[config.mk]
export PLATFORM = sky130hd
export DESIGN_NAME = mpi_master_arbiter_flat
export DESIGN_NICKNAME = d
export VERILOG_FILES = /design/src/rtl/mpi_master_arbiter_if.sv /design/src/rtl/mpi_master_arbiter.sv /design/src/flat_wrapper.sv
export SDC_FILE = /design/constraint.sdc
export NUM_CORES = 1
export LEC_CHECK = 0
export ABC_AREA = 1
export ABC_CLOCK_PERIOD_IN_PS = 8410
export CAP_MARGIN = 20
export CORE_MARGIN = 2
export CORE_UTILIZATION = 50
export CTS_CLUSTER_DIAMETER = 100
export CTS_CLUSTER_SIZE = 8
export DETAILED_ROUTE_END_ITERATION = 8
export GPL_TIMING_DRIVEN = 0
export PLACE_DENSITY = 0.85
export REMOVE_ABC_BUFFERS = 1
export SYNTH_ARGS = -nofsm -noshare
export SYNTH_HDL_FRONTEND = slang
export SYNTH_SLANG_ARGS = --single-unit
export TNS_END_PERCENT = 30
[constraint.sdc]
create_clock -name CLKp -period 8.41 [get_ports CLKp]
set_input_delay 1.682 -clock CLKp [delete_from_list [all_inputs] [get_ports CLKp]]
set_output_delay 1.682 -clock CLKp [all_outputs]
set_load 0.01 [all_outputs]
[src/rtl/mpi_master_arbiter_if.sv]
// Requester-side handshake plus the bus pins of the two-requester bus master.
// The master modport belongs to the arbiter; slave is the requesters/responder side.
interface mpi_master_arbiter_if;
  logic [1:0]  req;
  logic [1:0]  we;
  logic [1:0]  bytew;
  logic [15:0] addr0;
  logic [15:0] addr1;
  logic [15:0] wdata0;
  logic [15:0] wdata1;
  logic [1:0]  ack;
  logic [1:0]  err;
  logic [15:0] rdata;
  logic [15:0] nAD_o;
  logic        nAD_oe;
  logic [15:0] nAD_i;
  logic        nSYNC_o;
  logic        nDIN_o;
  logic        nDOUT_o;
  logic        nWTBT_o;
  logic        nSYNC_oe;
  logic        ctrl_oe;
  logic        nBSY_o;
  logic        nRPLY_i;

  modport master (
    input  req, we, bytew, addr0, addr1, wdata0, wdata1, nAD_i, nRPLY_i,
    output ack, err, rdata, nAD_o, nAD_oe, nSYNC_o, nDIN_o, nDOUT_o, nWTBT_o,
           nSYNC_oe, ctrl_oe, nBSY_o
  );

  modport slave (
    output req, we, bytew, addr0, addr1, wdata0, wdata1, nAD_i, nRPLY_i,
    input  ack, err, rdata, nAD_o, nAD_oe, nSYNC_o, nDIN_o, nDOUT_o, nWTBT_o,
           nSYNC_oe, ctrl_oe, nBSY_o
  );
endinterface

[src/rtl/mpi_master_arbiter.sv]
// Two-requester round-robin bus master: runs one address/data cycle per grant with a
// double-sampled reply handshake and a timeout abort. Every output is registered.
module mpi_master_arbiter #(
  parameter int TIMEOUT = 64
) (
  input  logic                CLKp,
  input  logic                RSTp,
  mpi_master_arbiter_if.master bus
);
  localparam int CW = $clog2(TIMEOUT + 1);
  localparam logic [CW-1:0] TMO_LAST = CW'(TIMEOUT - 1);

  typedef enum logic [2:0] {IDLE, ADDR, SYNC, DATA, STRB, RWAIT, REL, FIN} state_t;

  typedef struct packed {
    logic        gnt;
    logic        we;
    logic        bytew;
    logic [15:0] addr;
    logic [15:0] wdata;
  } xfer_t;

  typedef struct packed {
    logic [15:0] nad;
    logic        nad_oe;
    logic        ctrl_oe;
    logic        sync_oe;
    logic        nsync;
    logic        ndin;
    logic        ndout;
    logic        nwtbt;
    logic        nbsy;
  } drv_t;

  localparam drv_t DRV_IDLE = '{nad: 16'hFFFF, nad_oe: 1'b0, ctrl_oe: 1'b0, sync_oe: 1'b0,
                                nsync: 1'b1, ndin: 1'b1, ndout: 1'b1, nwtbt: 1'b1,
                                nbsy: 1'b1};

  state_t      state, state_nx;
  xfer_t       cur, cur_nx;
  drv_t        drv, drv_nx;
  logic        last, last_nx;
  logic [CW-1:0] tmo, tmo_nx;
  logic        rply_seen, rply_nx;
  logic [15:0] rdata_q, rdata_nx;
  logic [1:0]  ack_q, ack_nx;
  logic [1:0]  err_q, err_nx;
  logic        g;
  logic        abort;

  always_ff @(posedge CLKp or posedge RSTp) begin
    if (RSTp) begin
      state     <= IDLE;
      cur       <= '0;
      drv       <= DRV_IDLE;
      last      <= 1'b1;
      tmo       <= '0;
      rply_seen <= 1'b0;
      rdata_q   <= '0;
      ack_q     <= '0;
      err_q     <= '0;
    end else begin
      state     <= state_nx;
      cur       <= cur_nx;
      drv       <= drv_nx;
      last      <= last_nx;
      tmo       <= tmo_nx;
      rply_seen <= rply_nx;
      rdata_q   <= rdata_nx;
      ack_q     <= ack_nx;
      err_q     <= err_nx;
    end
  end

  always_comb begin
    state_nx = state;
    cur_nx   = cur;
    last_nx  = last;
    tmo_nx   = tmo;
    rply_nx  = rply_seen;
    rdata_nx = rdata_q;
    ack_nx   = '0;
    err_nx   = '0;
    drv_nx   = DRV_IDLE;
    g        = 1'b0;
    abort    = 1'b0;

    // Timeout window spans DATA through RWAIT; the abort edge is the one that
    // would carry the counter to TIMEOUT.
    if (state == DATA || state == STRB || state == RWAIT) begin
      tmo_nx = tmo + 1'b1;
      abort  = (tmo == TMO_LAST);
    end

    case (state)
      IDLE: begin
        if (|bus.req) begin
          case (bus.req)
            2'b01:   g = 1'b0;
            2'b10:   g = 1'b1;
            2'b11:   g = ~last;
            default: g = 1'b0;
          endcase
          cur_nx.gnt   = g;
          cur_nx.we    = bus.we[g];
          cur_nx.bytew = bus.bytew[g];
          cur_nx.addr  = g ? bus.addr1 : bus.addr0;
          cur_nx.wdata = g ? bus.wdata1 : bus.wdata0;
          rply_nx      = 1'b0;
          state_nx     = ADDR;
        end
      end
      ADDR: begin
        tmo_nx   = '0;
        state_nx = SYNC;
      end
      SYNC: state_nx = DATA;
      DATA: begin
        rply_nx  = 1'b0;
        state_nx = STRB;
      end
      STRB: begin
        // Reply must be seen low on two consecutive samples before the strobe drops.
        if (!bus.nRPLY_i) begin
          if (rply_seen) begin
            rply_nx  = 1'b0;
            state_nx = RWAIT;
            if (!cur.we) rdata_nx = ~bus.nAD_i;
          end else begin
            rply_nx = 1'b1;
          end
        end else begin
          rply_nx = 1'b0;
        end
      end
      RWAIT: begin
        if (bus.nRPLY_i) begin
          if (rply_seen) begin
            rply_nx  = 1'b0;
            state_nx = REL;
          end else begin
            rply_nx = 1'b1;
          end
        end else begin
          rply_nx = 1'b0;
        end
      end
      REL: begin
        last_nx         = cur.gnt;
        ack_nx[cur.gnt] = 1'b1;
        state_nx        = FIN;
      end
      FIN:     state_nx = IDLE;
      default: state_nx = IDLE;
    endcase

    if (abort) begin
      state_nx        = IDLE;
      rply_nx         = 1'b0;
      rdata_nx        = rdata_q;
      last_nx         = cur.gnt;
      err_nx[cur.gnt] = 1'b1;
    end

    // Pin values are decoded from the state being entered so they register with it.
    case (state_nx)
      ADDR, SYNC: begin
        drv_nx.nbsy    = 1'b0;
        drv_nx.nad     = ~cur_nx.addr;
        drv_nx.nad_oe  = 1'b1;
        drv_nx.ctrl_oe = 1'b1;
        drv_nx.sync_oe = 1'b1;
        drv_nx.nwtbt   = ~cur_nx.we;
        drv_nx.nsync   = (state_nx == ADDR);
      end
      DATA, STRB, RWAIT: begin
        drv_nx.nbsy    = 1'b0;
        drv_nx.ctrl_oe = 1'b1;
        drv_nx.sync_oe = 1'b1;
        drv_nx.nsync   = 1'b0;
        drv_nx.nwtbt   = 1'b1;
        if (state_nx != RWAIT && cur_nx.we) begin
          drv_nx.nad    = ~cur_nx.wdata;
          drv_nx.nad_oe = 1'b1;
        end
        if (state_nx == STRB) begin
          if (cur_nx.we) begin
            drv_nx.ndout = 1'b0;
            drv_nx.nwtbt = ~cur_nx.bytew;
          end else begin
            drv_nx.ndin = 1'b0;
          end
        end
      end
      REL:     drv_nx.sync_oe = 1'b1;
      default: ;
    endcase
  end

  assign bus.ack      = ack_q;
  assign bus.err      = err_q;
  assign bus.rdata    = rdata_q;
  assign bus.nAD_o    = drv.nad;
  assign bus.nAD_oe   = drv.nad_oe;
  assign bus.ctrl_oe  = drv.ctrl_oe;
  assign bus.nSYNC_oe = drv.sync_oe;
  assign bus.nSYNC_o  = drv.nsync;
  assign bus.nDIN_o   = drv.ndin;
  assign bus.nDOUT_o  = drv.ndout;
  assign bus.nWTBT_o  = drv.nwtbt;
  assign bus.nBSY_o   = drv.nbsy;
endmodule

[src/flat_wrapper.sv]
// flat-port wrapper written by rule: the top's interface ports become plain ports
module mpi_master_arbiter_flat 
#(
  parameter int TIMEOUT = 64
)
  (CLKp, RSTp, bus_req, bus_we, bus_bytew, bus_addr0, bus_addr1, bus_wdata0, bus_wdata1, bus_nAD_i, bus_nRPLY_i, bus_ack, bus_err, bus_rdata, bus_nAD_o, bus_nAD_oe, bus_nSYNC_o, bus_nDIN_o, bus_nDOUT_o, bus_nWTBT_o, bus_nSYNC_oe, bus_ctrl_oe, bus_nBSY_o);
  mpi_master_arbiter_if bus_i ();
  input  logic CLKp;
  input  logic RSTp;
  input wire logic [$bits(bus_i.req)-1:0] bus_req;
  input wire logic [$bits(bus_i.we)-1:0] bus_we;
  input wire logic [$bits(bus_i.bytew)-1:0] bus_bytew;
  input wire logic [$bits(bus_i.addr0)-1:0] bus_addr0;
  input wire logic [$bits(bus_i.addr1)-1:0] bus_addr1;
  input wire logic [$bits(bus_i.wdata0)-1:0] bus_wdata0;
  input wire logic [$bits(bus_i.wdata1)-1:0] bus_wdata1;
  input wire logic [$bits(bus_i.nAD_i)-1:0] bus_nAD_i;
  input wire logic [$bits(bus_i.nRPLY_i)-1:0] bus_nRPLY_i;
  output wire logic [$bits(bus_i.ack)-1:0] bus_ack;
  output wire logic [$bits(bus_i.err)-1:0] bus_err;
  output wire logic [$bits(bus_i.rdata)-1:0] bus_rdata;
  output wire logic [$bits(bus_i.nAD_o)-1:0] bus_nAD_o;
  output wire logic [$bits(bus_i.nAD_oe)-1:0] bus_nAD_oe;
  output wire logic [$bits(bus_i.nSYNC_o)-1:0] bus_nSYNC_o;
  output wire logic [$bits(bus_i.nDIN_o)-1:0] bus_nDIN_o;
  output wire logic [$bits(bus_i.nDOUT_o)-1:0] bus_nDOUT_o;
  output wire logic [$bits(bus_i.nWTBT_o)-1:0] bus_nWTBT_o;
  output wire logic [$bits(bus_i.nSYNC_oe)-1:0] bus_nSYNC_oe;
  output wire logic [$bits(bus_i.ctrl_oe)-1:0] bus_ctrl_oe;
  output wire logic [$bits(bus_i.nBSY_o)-1:0] bus_nBSY_o;
  assign bus_i.req = bus_req;
  assign bus_i.we = bus_we;
  assign bus_i.bytew = bus_bytew;
  assign bus_i.addr0 = bus_addr0;
  assign bus_i.addr1 = bus_addr1;
  assign bus_i.wdata0 = bus_wdata0;
  assign bus_i.wdata1 = bus_wdata1;
  assign bus_i.nAD_i = bus_nAD_i;
  assign bus_i.nRPLY_i = bus_nRPLY_i;
  assign bus_ack = bus_i.ack;
  assign bus_err = bus_i.err;
  assign bus_rdata = bus_i.rdata;
  assign bus_nAD_o = bus_i.nAD_o;
  assign bus_nAD_oe = bus_i.nAD_oe;
  assign bus_nSYNC_o = bus_i.nSYNC_o;
  assign bus_nDIN_o = bus_i.nDIN_o;
  assign bus_nDOUT_o = bus_i.nDOUT_o;
  assign bus_nWTBT_o = bus_i.nWTBT_o;
  assign bus_nSYNC_oe = bus_i.nSYNC_oe;
  assign bus_ctrl_oe = bus_i.ctrl_oe;
  assign bus_nBSY_o = bus_i.nBSY_o;
  mpi_master_arbiter #(.TIMEOUT(TIMEOUT)) u_core (.CLKp(CLKp), .RSTp(RSTp), .bus(bus_i));
endmodule
=== After elaboration in Yosys (flattened, before gate mapping) ===
Cells that the tools add are included.

* Add/subtract/negate cells: 1
* $lt $le $gt $ge: 3
* Equality and inequality tests: 18
* Bitwise logic cells: 9
* Reductions and logical operators: 15
* Muxes and demuxes: 42

{| class="wikitable"
|+ Operator list
! cell !! count
|-
| 34-bit two-way mux || 2
|-
| 16-bit NOT || 3
|-
| 18-bit one-hot mux with 2 select lines || 1
|-
| 16-bit two-way mux || 2
|-
| 3-bit one-hot mux with 8 select lines || 1
|-
| 3-bit equality test (second input constant) || 7
|-
| 3-bit two-way mux || 7
|-
| 1-bit two-way mux || 17
|-
| 17-bit two-way mux || 1
|-
| 7-bit two-way mux || 2
|-
| 3-bit by 2-bit equality test with 1-bit output (second input constant) || 4
|-
| 2-bit two-way mux || 4
|-
| 7-bit by 1-bit adder with 7-bit output (second input constant) || 1
|-
| 7-bit by 6-bit equality test with 1-bit output (second input constant) || 1
|-
| 3-bit by 1-bit equality test with 1-bit output (second input constant) || 2
|-
| 1-bit NOT || 6
|-
| 6-bit OR reduction || 1
|-
| 5-bit AND reduction || 1
|-
| 5-bit nonzero test || 1
|-
| 2-bit equality test (second input constant) || 2
|-
| 1-bit by 2-bit less-than comparator with 1-bit output (second input constant) || 2
|-
| 1-bit one-hot mux with 2 select lines || 2
|-
| 1-bit one-hot mux with 4 select lines || 1
|-
| 2-bit one-hot mux with 2 select lines || 1
|-
| other kinds (11) || 16
|}

* Bits in registers: 91
* Output and inout port bits: 44

=== Logic depth before layout (Yosys ltp) ===
Gate-level depths: netlist (run 1).

* Depth in word-level cells: 12
* Mapped depth: 11
* Depth with buffers taken out: 11

=== Worst setup path before layout (run 1) ===
Ideal clock, no wire load.

* Path kind: input to register
* Start point: input port bus_req[0]
* End point: register u_core.drv (netlist bit u_core.bus.nAD_o[7])
* Data required time: 8.350 ns
* Buffers on the path: 1
* Setup slack: 5.667 ns
* Cell stages on the path: 11
* Arrival time: 2.683 ns
* Path through: nand2_1 > nand2_1 > clkinv_1 > buf_2 > nor2_1 > nor2_1 > o21ai_0 > nand3_1 > nand2_1 > inv_2 > nand2_1

{| class="wikitable"
|+ RTL lines
! element !! RTL line !! source
|-
| start, declared || flat_wrapper.sv:10 || <nowiki>input wire logic [$bits(bus_i.req)-1:0] bus_req;</nowiki>
|-
| end signal, assigned || mpi_master_arbiter.sv:65 || <nowiki>drv <= drv_nx;</nowiki>
|-
| end, declared || mpi_master_arbiter.sv:41 || <nowiki>drv_t drv, drv_nx;</nowiki>
|}

==> results of run 1 <==
-- logic make-up after synthesis --
family,Yosys count
AND/OR/NAND/NOR,287
flip-flops,91
buffers and inverters,82
AO/OA/AOI/OAI,64
XOR/XNOR,1
adder cells (fa/ha/maj),1
-- final cells by class --
class                           instances  area [µm²]
Clock buffer                           10       127.6
Clock inverter                          6       66.31
Fill cell                             698        2721
Inverter                               57       216.5
Multi-Input combinational cell        353        1688
Sequential cell                        91        2305
Tap cell                              108       135.1
Timing Repair Buffer                  134        1376
-- flip-flops by register name (all words and copies together), names as in the netlist, 2 cells and up --
name              flops
u_core.tmo            7
u_core.bus.ack        2
u_core.bus.err        2
u_core.cur           35
u_core.state          3
u_core.bus.rdata     16
u_core.bus.nAD_o     16
-- layer usage --
metal	routed length, µm	vias up
li1	-	1896
met1	4626	1808
met2	5170	148
met3	650	10
met4	133	0
met5	0	-
-- power by group --
group / internal [W] / total (W) / switching, W
combinational: 0.000434 / 0.00110 / 0.000664
sequential: 0.000662 / 0.000744 / 0.0000817
clock: 0.000138 / 0.000289 / 0.000151
-- tightest hold or removal path: stages (launching register included) --
cell	delay [ns]
dfrtp_1	0.34
nand2_1	0.05
nand2_1	0.07
-- layout by cell type, fill, tap and decap left out, drive strengths merged --
cell type        n
a21oi            7
dfrtp           69
buf              2
nor2            50
clkdlybuf4s50  132
dfstp           22
and2             1
nor4             1
clkbuf          10
a22o             1
clkinv           6
nand2          182
nand3b           1
o21ai           38
nand3           45
xor2             1
nand4            2
ha               1
nor3             4
bufinv           1
o211ai          16
a31o             1
inv             56
or3              1
o31ai            1
-- per-stage QoR --
step / total power [W] / utilization, % / hold WS (ns) / worst slack [ns]
2_1_floorplan: 0.001434 / - / 0.4450 / 3.888
3_3_place_gp: 0.001793 / 65.49 / 0.4586 / 1.800
3_5_place_dp: 0.001853 / 66.24 / 0.4626 / 3.337
4_1_cts: 0.002144 / 68.49 / 0.4873 / 3.693
5_1_grt: 0.002310 / 68.49 / 0.5222 / 3.362
6_report: 0.002131 / 68.49 / 0.4895 / 3.716
-- worst paths after layout --
| kind | from | to | slack [ns] | cells past startpoint |
|---|---|---|---|---|
| setup / recovery | bus_req[1] | u_core.bus.nWTBT_o | 3.72 | 12 |
| hold / removal | u_core.cur[1] | u_core.cur[1] | 0.49 | 2 |
| setup reg to reg | u_core.state[1] | u_core.bus.nWTBT_o | 5.00 | 10 |
| hold reg to reg | u_core.cur[1] | u_core.cur[1] | 0.49 | 2 |
| max in group asynchronous | RSTp | u_core.bus.nAD_o[1] | 6.08 | 3 |
| min in group asynchronous | RSTp | u_core.bus.rdata[14] | 1.66 | 2 |
==> flow_summary.toml, run 1 <==
[cts]
clock_latency_ns = 0.35
cts_sinks = 91
clock-root-buffer = "clkbuf_8"
cts_tree = "done"
numCtsBuffers = 9
post_cts_buffers = 0
clk_pin_slew_worst_paths_ns = 0.09
cts_resized = 0
cts_max_level = 3
cts_max_path_buffers = 2
ctsHoldBuffers = 0

[route]
viasPerCell = 5.088
postRouteWirelength_mm = 10.58
initialDrtViolationCount = 153
wire_per_inst_um = 13.94
via_count = 3862
drc_errors = 0
dr.pass1.iters = 4
antenna_left = 0

[hold_path]
min_path_type = "register to register"

[global_routing]
met1_usage_pct = 30.01
grt_pass1_vias = 3947
grt_util_met2_pct = 39.36
met3_usage_pct = 4.295
busiest_layer = "met2"
grt-ovfl-total = 0
grt_pass1_wl_mm = 18.11
grt_max_degree = 66
antenna_found_initial = 0
grt_usage_pct = 23.34

[layout]
antenna_cells = 0
num-nets-final = 736
stdcell_area_um2 = 5914
area.growth.synth_to_final_pct = 34.52
stdcell_count = 759
drive_above_1_share_pct = 11.52

[logic_synthesis]
synth_mux_area_share_pct = 0
yosys-top-cells-count = "175 x nand2_1, 69 x dfrtp_1, 50 x inv_1, 48 x nor2_1, 32 x nand3_1"
yosysSeqAreaShare_pct = 52.42
synth_xor_area_share_pct = 0.1992
synth_top_area_share_pct = 39.27
synthSimpleGateAreaFrac_pct = 29.03
synth_top_family_by_area = "simple AND/OR/NAND/NOR gates"
syn_area_per_cell_um2 = 8.359
async_flop_share_pct = 100.0
synthesis.area_um2 = 4397
ys_types = 38
synthTopCellsByArea = "dfrtp_1 39%, nand2_1 15%, dfstp_2 13%, inv_1 4.3%, nor2_1 4.1%"
synth_cells = 526
ys_seq_elements = 91
synth_top_cell_by_area = "dfrtp_1"
synth_edf_count = 0
synth_compound_area_share_pct = 8.708
synth_fa_ha_area_share_pct = 0.2846
yosys_most_used_dff = "dfrtp_1"
synth_warnings = 0
post-synth-top-count-cell = "nand2_1"

[critical_path]
slowest_stage = "inv_1"
path_delay_family = "simple AND/OR/NAND/NOR gates"
cpPeakStageDelay_ns = 0.79
critPathKind = "primary input to register"
cp_data_arrival_time_ns = 4.97
crit_path_cell_trace = "clkdlybuf4s50_1, inv_1, nand2_1, nand3_2, inv_1, nand3b_1, nand2_1, inv_1, nand2_1, nand2_1, inv_1, nand2_1"
critPathLaunchType = "primary input"
cp_max_fo = 28
crit_path_end_kind = "register"
cp_num_buf_inv = 5
crit_required_ns = 8.68
cp_common_cell = "nand2_1"

[floorplan]
num_io_pins = 133
dieArea_um2 = 9560
core_um2 = 8636
start_util_pct = 50.91
fp-row-count = 34
die_y_um = 97.78
die_x_um = 97.78

[place]
hpwl_mm = 7.396
io_buffers = 132
gp_congestion = 0.8952
dp.cells = 743
place_area_um2 = 5720

[sta]
min_period_ns = 4.694
finalHoldViolCount = 0
fmax_mhz = 213.1
worstMarginPinSlew_ns = 1.009
layout_worst_path_cycle_share_pct = 55.81
slew_headroom_pct = 32.59
tns_ns = 0
clock_skew_ns = 0.01305
finalSetupViolCount = 0
drv_slew = 0
rsz0062_at_grt = "no"

[job]
drv_cap = 0

[power]
power_density_nw_per_um2 = 360.3
ir_drop_mv = 0.1826
p_leak_nw = 2.866

[status]
outcome = "complete, no violations"
Power figures use the tool's default switching activity.
==> inputs of run 2 (changes only) <==
Settings changed: ABC_CLOCK_PERIOD_IN_PS 8410 to 4280, CORE_UTILIZATION 50 to 43, PLACE_DENSITY 0.85 to 0.78.
Clock period 8.41 ns to 4.28 ns, I/O delays scaled along.
==> run 2 against run 1 <==
Worst hold slack got worse by 0.0072 ns; highest routed layer unchanged; combinational power rose by 95%; critical endpoint unchanged; power up 98%; cell area up 0.99%.
==> flow_summary.toml, run 2 (synthesis gave the netlist of run 1 again) <==
[power]
power_density_nw_per_um2 = 708.0
switching_power_w = 0.001751
p_leak_nw = 2.879
power.total_w = 0.004229
p_int_w = 0.002478
ir_drop_mv = 0.3095
swShare_pct = 41.41
p_seq_share_pct = 34.4
p_clk_share_pct = 14.9
combinationalPowerShare_pct = 50.7

[sta]
holdWs_ns = 0.4823
clock_skew_ns = 0.01815
slew_headroom_pct = 36.06
worstMarginPinSlew_ns = 0.9567
layout_worst_path_cycle_share_pct = 91.04
min_period_ns = 3.897
finalHoldViolCount = 0
finalSetupViolCount = 0
fmax_mhz = 256.6
rsz0062_at_grt = "no"
drv_slew = 0

[route]
drc_errors = 0
antenna_left = 0
initialDrtViolationCount = 183
postRouteWirelength_mm = 10.52
wire_per_inst_um = 13.42
via_count = 3804
viasPerCell = 4.852
dr.pass1.iters = 5

[floorplan]
dieArea_um2 = 11050
fp-row-count = 36
start_util_pct = 44.57
num_io_pins = 133
die_x_um = 105.1
core_um2 = 9864
die_y_um = 105.1

[cts]
clk_pin_slew_worst_paths_ns = 0.08
ctsHoldBuffers = 0
cts_tree = "done"
clock-root-buffer = "clkbuf_8"
cts_max_path_buffers = 2
post_cts_buffers = 0
cts_max_level = 3
numCtsBuffers = 9
cts_sinks = 91
clock_latency_ns = 0.35
cts_resized = 0

[layout]
drive_above_1_share_pct = 11.67
layout_common_cells = "174 x nand2_1, 132 x clkdlybuf4s50_1, 69 x dfrtp_1, 49 x inv_1, 48 x nor2_1"
area.growth.synth_to_final_pct = 35.86
antenna_cells = 0
largest-register = "u_core.cur"
largest_reg_flops = 35
num-nets-final = 736
layout.cells.most_common = "nand2_1"

[critical_path]
cp_common_cell = "nand2_1"
crit_path_end_kind = "register"
critPathLaunchType = "primary input"
cp_max_fo = 28
critPathKind = "primary input to register"
path_delay_family = "simple AND/OR/NAND/NOR gates"
crit_path_cell_trace = "clkdlybuf4s50_1, inv_1, nand2_1, nand3_2, inv_1, nand3b_1, nand2_1, inv_1, nand2_1, nand2_1, inv_1, nand2_1"
cpPeakStageDelay_ns = 0.82
cp_data_arrival_time_ns = 4.17
slowest_stage = "inv_1"
crit_required_ns = 4.56
cp_num_buf_inv = 5

[global_routing]
grt_pass1_wl_mm = 18.11
grt_pass1_vias = 3988
antenna_found_initial = 0
grt-ovfl-total = 0
grt_max_degree = 53
grt_usage_pct = 20.43

[job]
drv_cap = 0

[hold_path]
min_path_type = "register to register"

[status]
outcome = "complete, no violations"

[place]
io_buffers = 132
hpwl_mm = 7.266
gp_congestion = 0.7987
==> run 2: cell count changes in the layout (fill, tap and decap cells not counted) <==
cell | previous run | this run
clkbuf_1 | 1 | 0
clkbuf_8 | 9 | 12
clkinv_2 | 2 | 0
clkinv_4 | 3 | 2
inv_6 | 0 | 1
==> run 2: path summary, 6_finish.rpt <==
check,startpoint,endpoint,slack [ns],cells after the start
max,bus_req[1],u_core.bus.nWTBT_o,0.38,12
min,u_core.cur[22],u_core.cur[22],0.48,2
max reg2reg,u_core.state[1],u_core.bus.nWTBT_o,0.83,10
min reg2reg,u_core.cur[22],u_core.cur[22],0.48,2
max in group asynchronous,RSTp,u_core.bus.nAD_o[1],2.70,3
min in group asynchronous,RSTp,u_core.cur[24],0.90,2
==> run 2: per-layer routing <==
metal | track usage [%] | up-vias | share of wire, %
li1 | - | 1904 | -
met1 | 24.87 | 1740 | 44
met2 | 36.46 | 145 | 49
met3 | 3.618 | 15 | 5.0
met4 | 6.762 | 0 | 1.3
met5 | 0 | - | 0
==> run 2: final cells by class <==
class / instances / area (µm²)
inverters: 57 / 216.5
fillers: 861 / 3891
clock inverters: 4 / 56.30
multi-input cells: 353 / 1688
well taps: 133 / 166.4
flip-flops and latches: 91 / 2305
clock buffers: 12 / 165.2
repair buffers: 134 / 1376
==> run 2: power by group through the flow <==
stage | sequential (W) | combinational [W] | clock [W]
final | 0.00145 | 0.00214 | 0.000631
after global routing | 0.00150 | 0.00243 | 0.000683
after CTS | 0.00146 | 0.00216 | 0.000643
after detailed placement | 0.00147 | 0.00215 | 0
after global placement | 0.00146 | 0.00207 | 0
after floorplan | 0.00152 | 0.00130 | 0
==> run 2: worst reg2reg max path, stage by stage (launching register included) <==
cell,delay [ns]
dfrtp_1,0.49
nor2_1,0.15
nand3_2,0.53
inv_1,0.83
nand3b_1,0.18
nand2_1,0.74
inv_1,0.15
nand2_1,0.10
nand2_1,0.06
inv_1,0.09
nand2_1,0.05
==> run 2: through the flow <==
stage | area, µm² | std cells | setup WS (ns) | setup TNS (ns) | utilization, %
after floorplan | 4199 | 501 | 0.5837 | 0 | -
after global placement | 5687 | 766 | -1.472 | -51.96 | 57.65
after detailed placement | 5752 | 768 | 0.01733 | 0 | 58.31
after CTS | 5973 | 784 | 0.3629 | 0 | 60.55
after global routing | 5973 | 784 | 0.1124 | 0 | 60.55
final | 5973 | 784 | 0.3835 | 0 | 60.55
